==> config.mk <==
export PLATFORM = sky130hd
export DESIGN_NAME = alu_arbiter
export DESIGN_NICKNAME = d
export VERILOG_FILES = /design/src/rtl/alu_pkg.sv /design/src/rtl/rr_arb2.sv /design/src/rtl/alu_arbiter.sv
export SDC_FILE = /design/constraint.sdc
export NUM_CORES = 1
export LEC_CHECK = 0
export ABC_AREA = 1
export BUFFER_PORTS_ARGS = -buffer_cell sky130_fd_sc_hd__buf_2
export CELL_PAD_IN_SITES_DETAIL_PLACEMENT = 1
export CELL_PAD_IN_SITES_GLOBAL_PLACEMENT = 1
export CORE_ASPECT_RATIO = 0.9
export CORE_MARGIN = 2
export CORE_UTILIZATION = 27
export CTS_CLUSTER_DIAMETER = 60
export CTS_CLUSTER_SIZE = 16
export DETAILED_ROUTE_END_ITERATION = 16
export PLACE_DENSITY_LB_ADDON = 0.1
export SETUP_SLACK_MARGIN = 0.5
export SLEW_MARGIN = 20
export SYNTH_ARGS = -nofsm -noshare
export SYNTH_HDL_FRONTEND = slang
export SYNTH_SLANG_ARGS = --single-unit
==> constraint.sdc <==
create_clock -name clk -period 1.1 [get_ports clk]
set_clock_uncertainty 0.15 [all_clocks]
set_input_delay 0.165 -clock clk [delete_from_list [all_inputs] [get_ports clk]]
set_output_delay 0.165 -clock clk [all_outputs]
set_load 0.05 [all_outputs]
==> src/rtl/alu_pkg.sv <==
// Shared constants and FSM encoding for blocks that front the 4-bit ALU.
package alu_pkg;

    localparam int OPW   = 4;
    localparam int CODEW = 3;
    localparam int RESW  = 9;

    localparam logic [CODEW-1:0] OP_ADD = 3'd0;
    localparam logic [CODEW-1:0] OP_SUB = 3'd1;
    localparam logic [CODEW-1:0] OP_AND = 3'd2;
    localparam logic [CODEW-1:0] OP_XOR = 3'd3;
    localparam logic [CODEW-1:0] OP_OR  = 3'd4;
    localparam logic [CODEW-1:0] OP_ROL = 3'd5;
    localparam logic [CODEW-1:0] OP_ROR = 3'd6;
    localparam logic [CODEW-1:0] OP_MUL = 3'd7;

    typedef enum logic [1:0] {
        IDLE = 2'd0,
        EXEC = 2'd1,
        RESP = 2'd2
    } state_t;

endpackage

==> src/rtl/rr_arb2.sv <==
// Two-input round-robin grant: on a tie the requester that was not served last wins.
module rr_arb2 (
    input  logic valid0,
    input  logic valid1,
    input  logic last,
    output logic grant0,
    output logic grant1
);

    always_comb begin
        grant0 = valid0 & (~valid1 | last);
        grant1 = valid1 & (~valid0 | ~last);
    end

endmodule

==> src/rtl/alu_arbiter.sv <==
// Shares one combinational ALU between two requesters: round-robin accept,
// registered operands, fixed settle time, result returned to the winner only.
module alu_arbiter
    import alu_pkg::*;
#(
    parameter int SETTLE = 1
) (
    input  logic            clk,
    input  logic            rst,
    input  logic            req0_valid,
    output logic            req0_ready,
    input  logic [OPW-1:0]  req0_in1,
    input  logic [OPW-1:0]  req0_in2,
    input  logic [CODEW-1:0] req0_op,
    input  logic            req1_valid,
    output logic            req1_ready,
    input  logic [OPW-1:0]  req1_in1,
    input  logic [OPW-1:0]  req1_in2,
    input  logic [CODEW-1:0] req1_op,
    output logic            rsp0_valid,
    input  logic            rsp0_ready,
    output logic            rsp1_valid,
    input  logic            rsp1_ready,
    output logic [RESW-1:0] rsp_data,
    output logic [OPW-1:0]  alu_in1,
    output logic [OPW-1:0]  alu_in2,
    output logic [CODEW-1:0] alu_op,
    input  logic [RESW-1:0] alu_out
);

    localparam int            CW       = (SETTLE > 1) ? $clog2(SETTLE) : 1;
    localparam logic [CW-1:0] CNT_LOAD = CW'(SETTLE - 1);

    state_t        state, state_n;
    logic          last;
    logic          owner;
    logic [CW-1:0] cnt;
    logic          grant0, grant1;
    logic          accept, capture, rsp_take;

    rr_arb2 u_arb (
        .valid0 (req0_valid),
        .valid1 (req1_valid),
        .last   (last),
        .grant0 (grant0),
        .grant1 (grant1)
    );

    always_comb begin
        state_n    = state;
        req0_ready = 1'b0;
        req1_ready = 1'b0;
        accept     = 1'b0;
        capture    = 1'b0;
        rsp_take   = 1'b0;
        case (state)
            IDLE: begin
                // Masked during reset so a requester never sees a handshake that is then discarded.
                req0_ready = grant0 & ~rst;
                req1_ready = grant1 & ~rst;
                if (grant0 | grant1) begin
                    accept  = 1'b1;
                    state_n = EXEC;
                end
            end
            EXEC: begin
                if (cnt == '0) begin
                    capture = 1'b1;
                    state_n = RESP;
                end
            end
            RESP: begin
                rsp_take = owner ? rsp1_ready : rsp0_ready;
                if (rsp_take) begin
                    state_n = IDLE;
                end
            end
            default: state_n = IDLE;
        endcase
    end

    always_ff @(posedge clk) begin
        if (rst) begin
            state <= IDLE;
        end else begin
            state <= state_n;
        end
    end

    always_ff @(posedge clk) begin
        if (rst) begin
            last       <= 1'b1;
            owner      <= 1'b0;
            cnt        <= '0;
            alu_in1    <= '0;
            alu_in2    <= '0;
            alu_op     <= '0;
            rsp_data   <= '0;
            rsp0_valid <= 1'b0;
            rsp1_valid <= 1'b0;
        end else begin
            if (accept) begin
                owner   <= grant1;
                last    <= grant1;
                alu_in1 <= grant1 ? req1_in1 : req0_in1;
                alu_in2 <= grant1 ? req1_in2 : req0_in2;
                alu_op  <= grant1 ? req1_op  : req0_op;
                cnt     <= CNT_LOAD;
            end else if (state == EXEC && cnt != '0) begin
                cnt <= cnt - CW'(1);
            end
            if (capture) begin
                rsp_data   <= alu_out;
                rsp0_valid <= ~owner;
                rsp1_valid <= owner;
            end
            if (rsp_take) begin
                rsp0_valid <= 1'b0;
                rsp1_valid <= 1'b0;
            end
        end
    end

endmodule

==> results.toml <==
[status]
status = "complete, but fails checks"
violations = "negative hold slack, negative setup slack"

[critical_path]
rrSetupSlack_ns = -0.26
r2r_start = "state[1]"
critPathMaxFanout = 2
reg2reg_depth = 8
critPathKind = "reg -> out"
r2r-end = "alu_op[2]"
crit_required_ns = 0.78
end_kind = "output port"
start_kind = "flop"
critPathLaunch = "state[1]"
worstPathArrival_ns = 1.09

[synth]
syn_area_per_cell_um2 = 6.623
yosysUniqueCellTypes = 16
synth-seq-area-share_pct = 42.73
syn-num-nets = 228
synth_seq_cells = 27
synthesis.area_um2 = 1265
synthCells = 191
yosysWarnings = 0

[layout]
stdcell_area_um2 = 2399
fin_nets = 314
final_cell_mix = "nand2_1 (65), buf_2 (36), dfxtp_4 (23), buf_8 (23), nor2_1 (19)"
antenna_cells = 0
nFillCells = 553
syn_to_final_growth_pct = 89.61
fin_util_pct = 53.43
stdcell_count = 338
layout-drive-gt1-share_pct = 55.80
final_common_cell = "nand2_1"

[sta]
fmax_ghz = 0.7111
holdWs_ns = -0.04646
hold_viol_final = 9
maxSlewHeadroom_pct = 79.67
worstMarginPinSlew_ns = 0.3039
rsz0062_at_grt = "true"
min_period_ns = 1.406
fin_ws_ns = -0.3063
setup_violations = 38
tns_ns = -6.478
fin_crit_sh_pct = 127.8
drv_slew = 0

[detailed_routing]
ant_nets = 0
drc_errors = 0
vias_per_cell = 4.364
drtPass1Iterations = 4
avgRoutedWirePerCell_um = 11.99
drt-initial-drc-count = 28
via_count = 1475
routed_wl_um = 4051

[placed_design]
place_area_um2 = 1844
dp.cells = 323
port_buffers = 60
dp_slack_ns = -0.1622
place.gp.congestion = 0.7400
hpwl_um = 2743

[floorplan]
rows = 23
ios = 61
start_util_pct = 28.18
core_area_um2 = 4489
die_h_um = 68.94
dieWidth_um = 76.15
dieArea_um2 = 5249

[hold_path]
hold_start = "alu_out[6]"
holdPathEnd = "rsp_data[6]"
min_path_cells = 3
min_path_type = "in -> reg"

[clock_tree]
cts-root-buf = "clkbuf_8"
clockBufferDepth = 2
cts_tree = "done"
cts-htree-levels = 1
clkTransAtPathRegs_ns = 0.10
cts.sinks = 27
cts_buffers = 3
clk-insertion-delay-late_ns = 0.28

[power_and_ir_drop]
p_leak_uw = 0.001119
p_per_area_nw_per_um2 = 1280
peakVddDrop_mv = 0.5957

[global_route]
grt_pass1_wl_um = 6693
groute.usage.overall_pct = 16.24
grt_overflow = 0
grt_pass1_vias = 1483
antenna_found_initial = 0
grt_max_degree = 19

[flow_run]
cap_violations = 0
cell usage after synthesis:
cell,number,area [um2]
o21ai_4,1,16.27
nor2_1,28,105.1
nor3_2,1,10.01
o21ai_0,2,10.01
o21bai_1,1,7.510
buf_6,2,22.52
nor2_4,2,22.52
clkbuf_1,2,7.510
inv_1,18,67.56
nand2_2,3,18.77
nand2_1,73,274.0
dfxtp_1,27,540.5
buf_2,1,5.000
a21oi_1,11,55.05
buf_4,3,22.52
nand3_1,16,80.08
layout make-up:
class / count / area, um2 / area share [%]
Timing Repair Buffer: 88 / 814.5 / 33.96
Multi-Input combinational cell: 139 / 752.0 / 31.35
Sequential cell: 27 / 630.6 / 26.29
Tap cell: 62 / 77.57 / 3.234
Inverter: 18 / 75.07 / 3.130
Clock buffer: 3 / 41.29 / 1.721
Clock inverter: 1 / 7.507 / 0.3130
how the worst max path moves through the flow:
stage / end / slack [ns] / cells after the start
detailed placement: req1_ready / -0.16 / 4
global route: alu_op[2] / -0.37 / 8
floorplan: owner / -0.14 / 4
global placement: req1_ready / -0.15 / 4
finish: req1_ready / -0.31 / 4
CTS: req0_ready / -0.32 / 4
per-layer routing:
metal | wire [um] | vias to the layer above | global-route usage, %
met5 | 0 | - | 0
met3 | 255 | 5 | 4.818
met2 | 2167 | 39 | 33.15
met4 | 32 | 0 | 4.091
met1 | 1596 | 673 | 16.71
li1 | - | 758 | -
stage by stage:
step,hold slack [ns],power (uW)
floorplan,0.07436,1811
global route,-0.05522,3255
detailed placement,0.2602,2092
finish,-0.04646,3069
CTS,-0.04355,2968
global placement,0.2595,2078
critical path, stage by stage (launching register included):
cell and delay (ns):
dfxtp_4 0.37, nor2_4 0.11, nand2_4 0.08, nor2_4 0.10, buf_8 0.15
power by group:
part	leakage [uW]	switching (uW)	total, uW	internal [uW]
Combinational	0.000859	716	1310	594
Clock	0.0000217	341	599	258
Sequential	0.000238	84.3	1160	1080
Total	0.00112	1140	3070	1930
state kept, by name (all words and copies together), names as in the netlist:
name        cells
owner           1
alu_op          3
rsp0_valid      1
state           2
last            1
cnt             1
rsp_data        9
alu_in2         4
alu_in1         4
rsp1_valid      1
what timing repair did:
| item | CTS | global route |
|---|---|---|
| buffers inserted | 4 | 4 |
| pin swaps | 14 | 19 |
| endpoints found under the setup margin | 51 | 51 |
| gates resized for setup | 92 | 27 |
| hold endpoints to repair | 9 | 9 |
| gates cloned | 1 | 2 |
cell families after synthesis:
| group | share of synthesized area [%] |
|---|---|
| AO/OA/AOI/OAI | 7.023 |
| buffers and inverters | 9.890 |
| flip-flops | 42.73 |
| AND/OR/NAND/NOR | 40.36 |
Power figures use the tool's default switching activity.
